<file path="config.mk">
export PLATFORM = sky130hd
export DESIGN_NAME = mprj_guard_ctrl
export DESIGN_NICKNAME = d
export VERILOG_FILES = /design/src/rtl/mprj_guard_ctrl.sv
export SDC_FILE = /design/constraint.sdc
export NUM_CORES = 1
export LEC_CHECK = 0
export CELL_PAD_IN_SITES_DETAIL_PLACEMENT = 0
export CELL_PAD_IN_SITES_GLOBAL_PLACEMENT = 2
export CORE_MARGIN = 10
export CORE_UTILIZATION = 20
export DETAILED_ROUTE_END_ITERATION = 8
export PLACE_DENSITY_LB_ADDON = 0.1
export SKIP_LAST_GASP = 1
export SYNTH_ARGS = -nofsm -noshare
export SYNTH_HDL_FRONTEND = slang
export SYNTH_SLANG_ARGS = --single-unit
</file>
<file path="constraint.sdc">
create_clock -name wb_clk_i -period 3 [get_ports wb_clk_i]
set_input_delay 0.75 -clock wb_clk_i [delete_from_list [all_inputs] [get_ports wb_clk_i]]
set_output_delay 0.75 -clock wb_clk_i [all_outputs]
set_load 0.005 [all_outputs]
</file>
<file path="src/rtl/mprj_guard_ctrl.sv">
// Power-up sequencer and wishbone watchdog for the management/user protection buffers.
// Orders user reset, settle and gate enable, and force-terminates stalled or disabled user accesses.
module mprj_guard_ctrl #(
   parameter int unsigned RST_CYCLES    = 16,
   parameter int unsigned SETTLE_CYCLES = 8,
   parameter int unsigned TIMEOUT       = 255,
   parameter logic [31:0] TIMEOUT_DATA  = 32'hBADB_AD00
) (
   input  logic        wb_clk_i,
   input  logic        wb_rst_i,
   input  logic        user_en_req,
   input  logic [63:0] la_iena_cfg,
   input  logic [2:0]  irq_ena_cfg,
   input  logic        mprj_cyc_o_core,
   input  logic        mprj_stb_o_core,
   input  logic        ack_i_gated,
   input  logic [31:0] dat_i_gated,
   output logic        wb_ack_o,
   output logic [31:0] wb_dat_o,
   output logic        mprj_iena_wb,
   output logic [63:0] la_iena_mprj,
   output logic [2:0]  user_irq_ena,
   output logic        user_rst_o,
   output logic        ready_o,
   output logic [2:0]  state_o,
   output logic [1:0]  err_o,
   input  logic        err_clr
);

   typedef enum logic [2:0] {
      S_OFF        = 3'd0,
      S_RESET_HOLD = 3'd1,
      S_SETTLE     = 3'd2,
      S_ON         = 3'd3,
      S_DRAIN      = 3'd4
   } state_e;

   localparam logic [7:0] RST_LOAD    = 8'(RST_CYCLES - 1);
   localparam logic [7:0] SETTLE_LOAD = 8'(SETTLE_CYCLES - 1);
   localparam logic [7:0] WD_LAST     = 8'(TIMEOUT - 1);

   state_e      state_q, state_d;
   logic [7:0]  cnt_q, cnt_d;
   logic [7:0]  wd_q, wd_d;
   logic        force_q, force_d;
   logic [1:0]  err_q, err_d;
   logic [63:0] la_q, la_d;
   logic [2:0]  irq_q, irq_d;

   logic strobe, bus_open, pass_ack, any_ack;

   assign strobe   = mprj_cyc_o_core & mprj_stb_o_core;
   assign bus_open = (state_q == S_ON) || (state_q == S_DRAIN);
   // A pending forced ack owns its cycle; a coincident user ack is discarded.
   assign pass_ack = bus_open & strobe & ack_i_gated & ~force_q;
   assign any_ack  = force_q | pass_ack;

   // NOTE: sequential state uses non-blocking assignments so every register samples pre-edge values.
   always_ff @(posedge wb_clk_i or posedge wb_rst_i) begin
      if (wb_rst_i) begin
         state_q <= S_OFF;
         cnt_q   <= '0;
      end else begin
         state_q <= state_d;
         cnt_q   <= cnt_d;
      end
   end

   // NOTE: every always_comb output gets a default first, so no path can infer a latch.
   always_comb begin
      state_d = state_q;
      cnt_d   = cnt_q;
      case (state_q)
         S_OFF: begin
            if (user_en_req) begin
               state_d = S_RESET_HOLD;
               cnt_d   = RST_LOAD;
            end
         end
         S_RESET_HOLD: begin
            if (!user_en_req) begin
               state_d = S_OFF;
            end else if (cnt_q == 8'd0) begin
               state_d = S_SETTLE;
               cnt_d   = SETTLE_LOAD;
            end else begin
               cnt_d = cnt_q - 8'd1;
            end
         end
         S_SETTLE: begin
            if (!user_en_req) begin
               state_d = S_OFF;
            end else if (cnt_q == 8'd0) begin
               state_d = S_ON;
            end else begin
               cnt_d = cnt_q - 8'd1;
            end
         end
         S_ON: begin
            if (!user_en_req) state_d = strobe ? S_DRAIN : S_OFF;
         end
         S_DRAIN: begin
            if (any_ack || !strobe) state_d = S_OFF;
         end
         default: state_d = S_OFF;
      endcase
   end

   always_comb begin
      wd_d    = '0;
      force_d = 1'b0;
      err_d   = err_q & ~{2{err_clr}};
      if (strobe && !force_q) begin
         if (!bus_open) begin
            force_d  = 1'b1;
            err_d[1] = 1'b1;
         end else if (!ack_i_gated) begin
            if (wd_q == WD_LAST) begin
               force_d  = 1'b1;
               err_d[0] = 1'b1;
            end else begin
               wd_d = wd_q + 8'd1;
            end
         end
      end
      la_d  = (state_d == S_ON) ? la_iena_cfg : '0;
      irq_d = (state_d == S_ON) ? irq_ena_cfg : '0;
   end

   always_ff @(posedge wb_clk_i or posedge wb_rst_i) begin
      if (wb_rst_i) begin
         wd_q    <= '0;
         force_q <= 1'b0;
         err_q   <= '0;
         la_q    <= '0;
         irq_q   <= '0;
      end else begin
         wd_q    <= wd_d;
         force_q <= force_d;
         err_q   <= err_d;
         la_q    <= la_d;
         irq_q   <= irq_d;
      end
   end

   always_comb begin
      user_rst_o   = (state_q == S_OFF) || (state_q == S_RESET_HOLD);
      mprj_iena_wb = bus_open;
      ready_o      = (state_q == S_ON);
      state_o      = state_q;
      la_iena_mprj = la_q;
      user_irq_ena = irq_q;
      err_o        = err_q;
      wb_ack_o     = any_ack;
      wb_dat_o     = force_q ? TIMEOUT_DATA : (pass_ack ? dat_i_gated : '0);
   end

endmodule

</file>
Yosys cells after proc, flatten, opt, wreduce, memory -nomap -nowiden:

Index checks and enable logic that the tools add are counted.

* add/sub/neg operators: 2
* multipliers: 0
* divide/modulo/power cells: 0
* magnitude comparators: 0
* equality and inequality tests: 10
* shifts and indexed selects: 0
* multiplexer cells: 32
* bitwise operators: 8
* reductions and logical operators: 10

Operators with widths (number)
* $mux 8: 9
* $mux 32: 2
* $mux 64: 1
* $mux 3: 9
* $pmux 8 s3: 1
* $pmux 3 s5: 1
* $eq 3x2->1 const B: 3
* $add 8x1->8 const B: 1
* $eq 8x8->1 const B: 1
* $logic_not 8->1: 1
* $mux 1: 8
* $ne 2x2->1 const B: 4
* $sub 8x1->8 const B: 1
* $reduce_and 5->1: 1
* $and 1x1->1: 4
* $eq 3x1->1 const B: 1
* $eq 3x3->1 const B: 1
* $logic_not 3->1: 1
* $logic_or 1x1->1: 3
* $reduce_bool 3->1: 1
* $and 2x2->2: 1
* $logic_not 1->1: 2
* $mux 2: 1
* $not 2->2: 1
* other kinds (3): 3

* flip-flop bits (word level): 89
* latch bits: 0
* RAM bits: 0
* bits in read-only memories: 0
* input bits: 106
* output and inout bits: 108
* memories: 0

Depth between registers and ports, before layout:

Gate-level depths: netlist of run 1.

* depth after elaboration: 11
* gate-level depth with buffers: 8

Least setup slack after synthesis of run 1:

No wires, ideal clock.

* path kind: register to output
* start point: reg state_q[0] (netlist: state_o[0])
* end point: out wb_dat_o[12]
* arrival time: 1.672 ns
* required time: 2.250 ns
* path slack: 0.578 ns
* cell stages (with the launch flop): 7
* buffers on the path: 2
* cell sequence: dfrtp_1 buf_2 or3b_1 a21oi_4 and2b_1 clkbuf_2 and2_1

* cells in the longest elaborated chain, start to end: 7
* elaborated cells between the ends (all ways): 8

RTL lines
* from (decl): line 42 `state_e state_q, state_d;`
* from (signal assigned): line 64 `state_q <= state_d;`
* $eq 3x2->1 or $eq 3x3->1 (tied branches): line 53 `assign bus_open = (state_q == S_ON) || (state_q == S_DRAIN);`
* $logic_or 1x1->1 (*): line 53
* $and 1x1->1 (*) (3 in series): line 55 `assign pass_ack = bus_open & strobe & ack_i_gated & ~force_q;`
* $mux 32 (*) (2 in series): line 155 `wb_dat_o = force_q ? TIMEOUT_DATA : (pass_ack ? dat_i_gated : '0);`
* to (decl): line 19 `output logic [31:0] wb_dat_o,`

Every way passes the cells marked *; elsewhere a longest branch is shown, timed or not.

Worst setup path after layout of run 1:

* start point: reg state_q[2] (netlist: state_o[2])
* end point: out wb_dat_o[23]

Same word-level chain as after synthesis.

==> results.json, run 1 <==
{
  "outcome": "finished clean",
  "crit_path_end_kind": "primary output",
  "portBuffers": 213,
  "ir_drop_mv": 0.2813,
  "hold_violations": 0,
  "synth_xor_area_share_pct": 1.690,
  "syn_inst": 304,
  "antenna_cells": 0,
  "dp_cells": 743,
  "fp-row-count": 49,
  "netSwitchingPower_w": 0.0005536,
  "clk_pin_slew_ns": 0.06,
  "cts_tree": "yes",
  "share_seq_of_total_power_pct": 47.5,
  "globalRouteMet2Util_pct": 14.26,
  "root_buffer": "clkbuf_16",
  "yosysTopAreaCell": "dfrtp_1",
  "yosysUniqueCellTypes": 46,
  "first_iter_violations": 76,
  "synth_compound_area_share_pct": 8.865,
  "htree_levels": 3,
  "placed_cell_area_sq_um": 6067,
  "firstDrtPassIters": 4,
  "p_per_area_nw_per_um2": 406.9,
  "syn_nets": 413,
  "synthAdderAreaFrac_pct": 1.035,
  "ant_nets": 0,
  "core_area_sq_um": 17900,
  "worstPathRequired_ns": 2.25,
  "die_area_sq_um": 23920,
  "dp.final_hpwl_um": 9556,
  "drive_gt1_share_pct": 8.068,
  "setup-violations-final": 0,
  "yosys-mux-area-fraction_pct": 0,
  "syn-cell-area_sq_um": 3627,
  "final_nets": 639,
  "p_leak_nw": 2.960,
  "synth-seq-area-share_pct": 61.40,
  "yosys.area.top_type_share_pct": 61.40,
  "worst-slew-pin-transition_ns": 0.6381,
  "die_w_um": 154.7,
  "power_w": 0.002601,
  "async_reset_ff_share_pct": 100.0,
  "cts_buffers": 9,
  "rsz0062_at_grt": "yes",
  "swShare_pct": 21.28,
  "cts_buffer_depth": 2,
  "utilization_pct": 35.71,
  "final_cells": 762,
  "io_pins": 214,
  "synth-edff-count": 0,
  "fmaxAchievable_mhz": 344.3,
  "vias_per_cell": 3.954,
  "area_growth_pct": 76.27,
  "synth_top_family_by_area": "simple AND/OR/NAND/NOR gates",
  "grt_usage_pct": 10.19,
  "top_usage_layer": "met2",
  "report.final.slew_viol_count": 0,
  "grt_pass1_vias": 3236,
  "clock_sinks": 89,
  "p_int_w": 0.002048,
  "ctsHoldBuffers": 0,
  "setup-tns-final_ns": 0,
  "skew_ns": 0.006869,
  "synth.area.top_cells": "dfrtp_1 (61%), and2_1 (14%), a21o_1 (3.3%)",
  "finish.instance_area_sq_um": 6394,
  "route.detailed.drc": 0,
  "clockPowerShare_pct": 42.5,
  "synthSimpleGateAreaFrac_pct": 23.28,
  "vias": 3013,
  "grt_use_met3_pct": 7.432,
  "finalCritPeriodShare_pct": 96.81,
  "max_slew_margin_pct": 57.20,
  "worstPathMaxFanout": 17,
  "period_needed_ns": 2.904,
  "p_comb_share_pct": 10.0,
  "clk_latency_ns": 0.34,
  "postSynthAreaPerCell_sq_um": 11.93,
  "synthFlopType": "dfrtp_1",
  "hp-class": "register to register",
  "die_h_um": 154.7,
  "ys_ff_latch": 89,
  "initial_core_util_pct": 20.26,
  "globalRouteMet1Util_pct": 11.43,
  "wl_per_cell_um": 16.29,
  "wl_um": 12410,
  "yosysWarningCount": 0,
  "globalplace.congestion": 0.8044,
  "critical_path_class": "register to primary output",
  "startpoint_type": "register",
  "antenna_found_initial": 0,
  "grt_start_max_net_pins": 90,
  "cp.arrival_ns": 2.15,
  "grt_overflow": 0,
  "drv_cap": 0,
  "grt_first_pass_wirelength_um": 19070
}
-- critical path, stage by stage, from the launching register on --
cell and delay, ns:
dfrtp_1 0.39, buf_4 0.17, nand3b_1 0.22, a21oi_4 0.19, buf_6 0.19, a21o_1 0.13, clkdlybuf4s50_1 0.53
-- what timing repair did --
action	4_1_cts	5_1_grt
gates resized for setup	17	9
setup buffers	3	2
setup endpoints to repair	33	28
pin swaps	0	1
-- stage by stage --
step / worst slack (ns) / hold slack, ns
floorplan: 0.5776 / 0.4755
global placement: -0.2081 / 0.5087
detailed placement: -0.2262 / 0.5161
CTS: -0.1758 / 0.5262
global route: -0.02464 / 0.5583
finish: 0.09568 / 0.5221
-- cell usage in the layout, fill, tap and decap left out, types with 3 or more instances in the layout --
master           count
nand4_1              3
a31oi_1              5
nor3_1               3
xor2_1               5
nor2_1              17
nand2_1              6
clkdlybuf4s50_1    194
a211oi_1             4
inv_1                9
a21o_1              16
dlygate4sd2_1       13
ha_1                 3
nand3_1              5
a21oi_1              5
and2_1              84
buf_4               14
dlymetal6s2s_1       3
clkbuf_16            9
dfrtp_1             89
clkdlybuf4s15_1      3
-- cell usage after synthesis (2+ instances only) --
library cell,count
a211oi_1,4
a21boi_0,2
a21o_1,16
a21oi_1,5
a31oi_1,5
and2_1,84
buf_2,4
buf_6,4
clkbuf_1,2
clkbuf_2,5
dfrtp_1,89
ha_1,3
inv_1,10
nand2_1,6
nand3_1,6
nand4_1,3
nor2_1,17
nor3_1,3
nor4b_4,2
or4_1,2
or4b_2,2
xnor2_1,2
xor2_1,5
-- cell families after synthesis --
logic type | after synthesis
DFF | 89
AOI/OAI and AO/OA | 44
xor gates and xnor gates | 7
and+or+nand+nor | 136
buffers and inverters | 25
adders and majority gates | 3
-- final timing paths --
kind | startpoint | endpoint | slack, ns | cells past startpoint
worst max register to register | cnt_q[0] | la_iena_mprj[49] | 0.70 | 7
worst min-delay path | cnt_q[0] | cnt_q[0] | 0.52 | 1
max in group asynchronous | wb_rst_i | la_iena_mprj[57] | 1.70 | 3
min in group asynchronous | wb_rst_i | la_iena_mprj[34] | 0.88 | 3
worst max-delay path | state_o[2] | wb_dat_o[23] | 0.1 | 6
worst min register to register | cnt_q[0] | cnt_q[0] | 0.52 | 1
-- sequential cells by signal, summed over array words and instances (netlist names) --
signal and flops:
err_o 2, user_irq_ena 3, state_o 3, wd_q 8, force_q 1, la_iena_mprj 64
cnt_q 8
-- power groups by stage --
stage	clock network, W	registers [W]	logic [W]
6_report	0.00111	0.00124	0.000260
5_1_grt	0.00120	0.00124	0.000287
4_1_cts	0.00117	0.00123	0.000267
3_5_place_dp	0	0.00126	0.000266
3_3_place_gp	0	0.00126	0.000266
2_1_floorplan	0	0.00125	0.0000858
-- layout make-up --
| class | instances | area [sq um] |
|---|---|---|
| fillers | 1775 | 11510 |
| repair buffers | 230 | 2280 |
| flip-flops and latches | 89 | 2227 |
| multi-input cells | 190 | 1274 |
| well taps | 229 | 286.5 |
| clock buffers | 11 | 242.7 |
| clock inverters | 3 | 42.54 |
| inverters | 10 | 41.29 |
-- per-layer routing --
metal	up-vias	routed length, um	share of wire, %
met4	0	227	1.8
met5	-	0	0
met3	12	1985	16
met2	167	5060	41
li1	1457	-	-
met1	1377	5141	41
(Power assumes the default switching activity.)
==> run 2, diff against run 1 <==
--- a/config.mk
+++ b/config.mk
@@ -12,6 +12,7 @@
 export DETAILED_ROUTE_END_ITERATION = 8
 export PLACE_DENSITY_LB_ADDON = 0.1
 export SKIP_LAST_GASP = 1
+export SLEW_MARGIN = 25
 export SYNTH_ARGS = -nofsm -noshare
 export SYNTH_HDL_FRONTEND = slang
 export SYNTH_SLANG_ARGS = --single-unit
==> results of run 2 <==
Same layout as run 1: the final DEF is identical, and so are final timing and power.
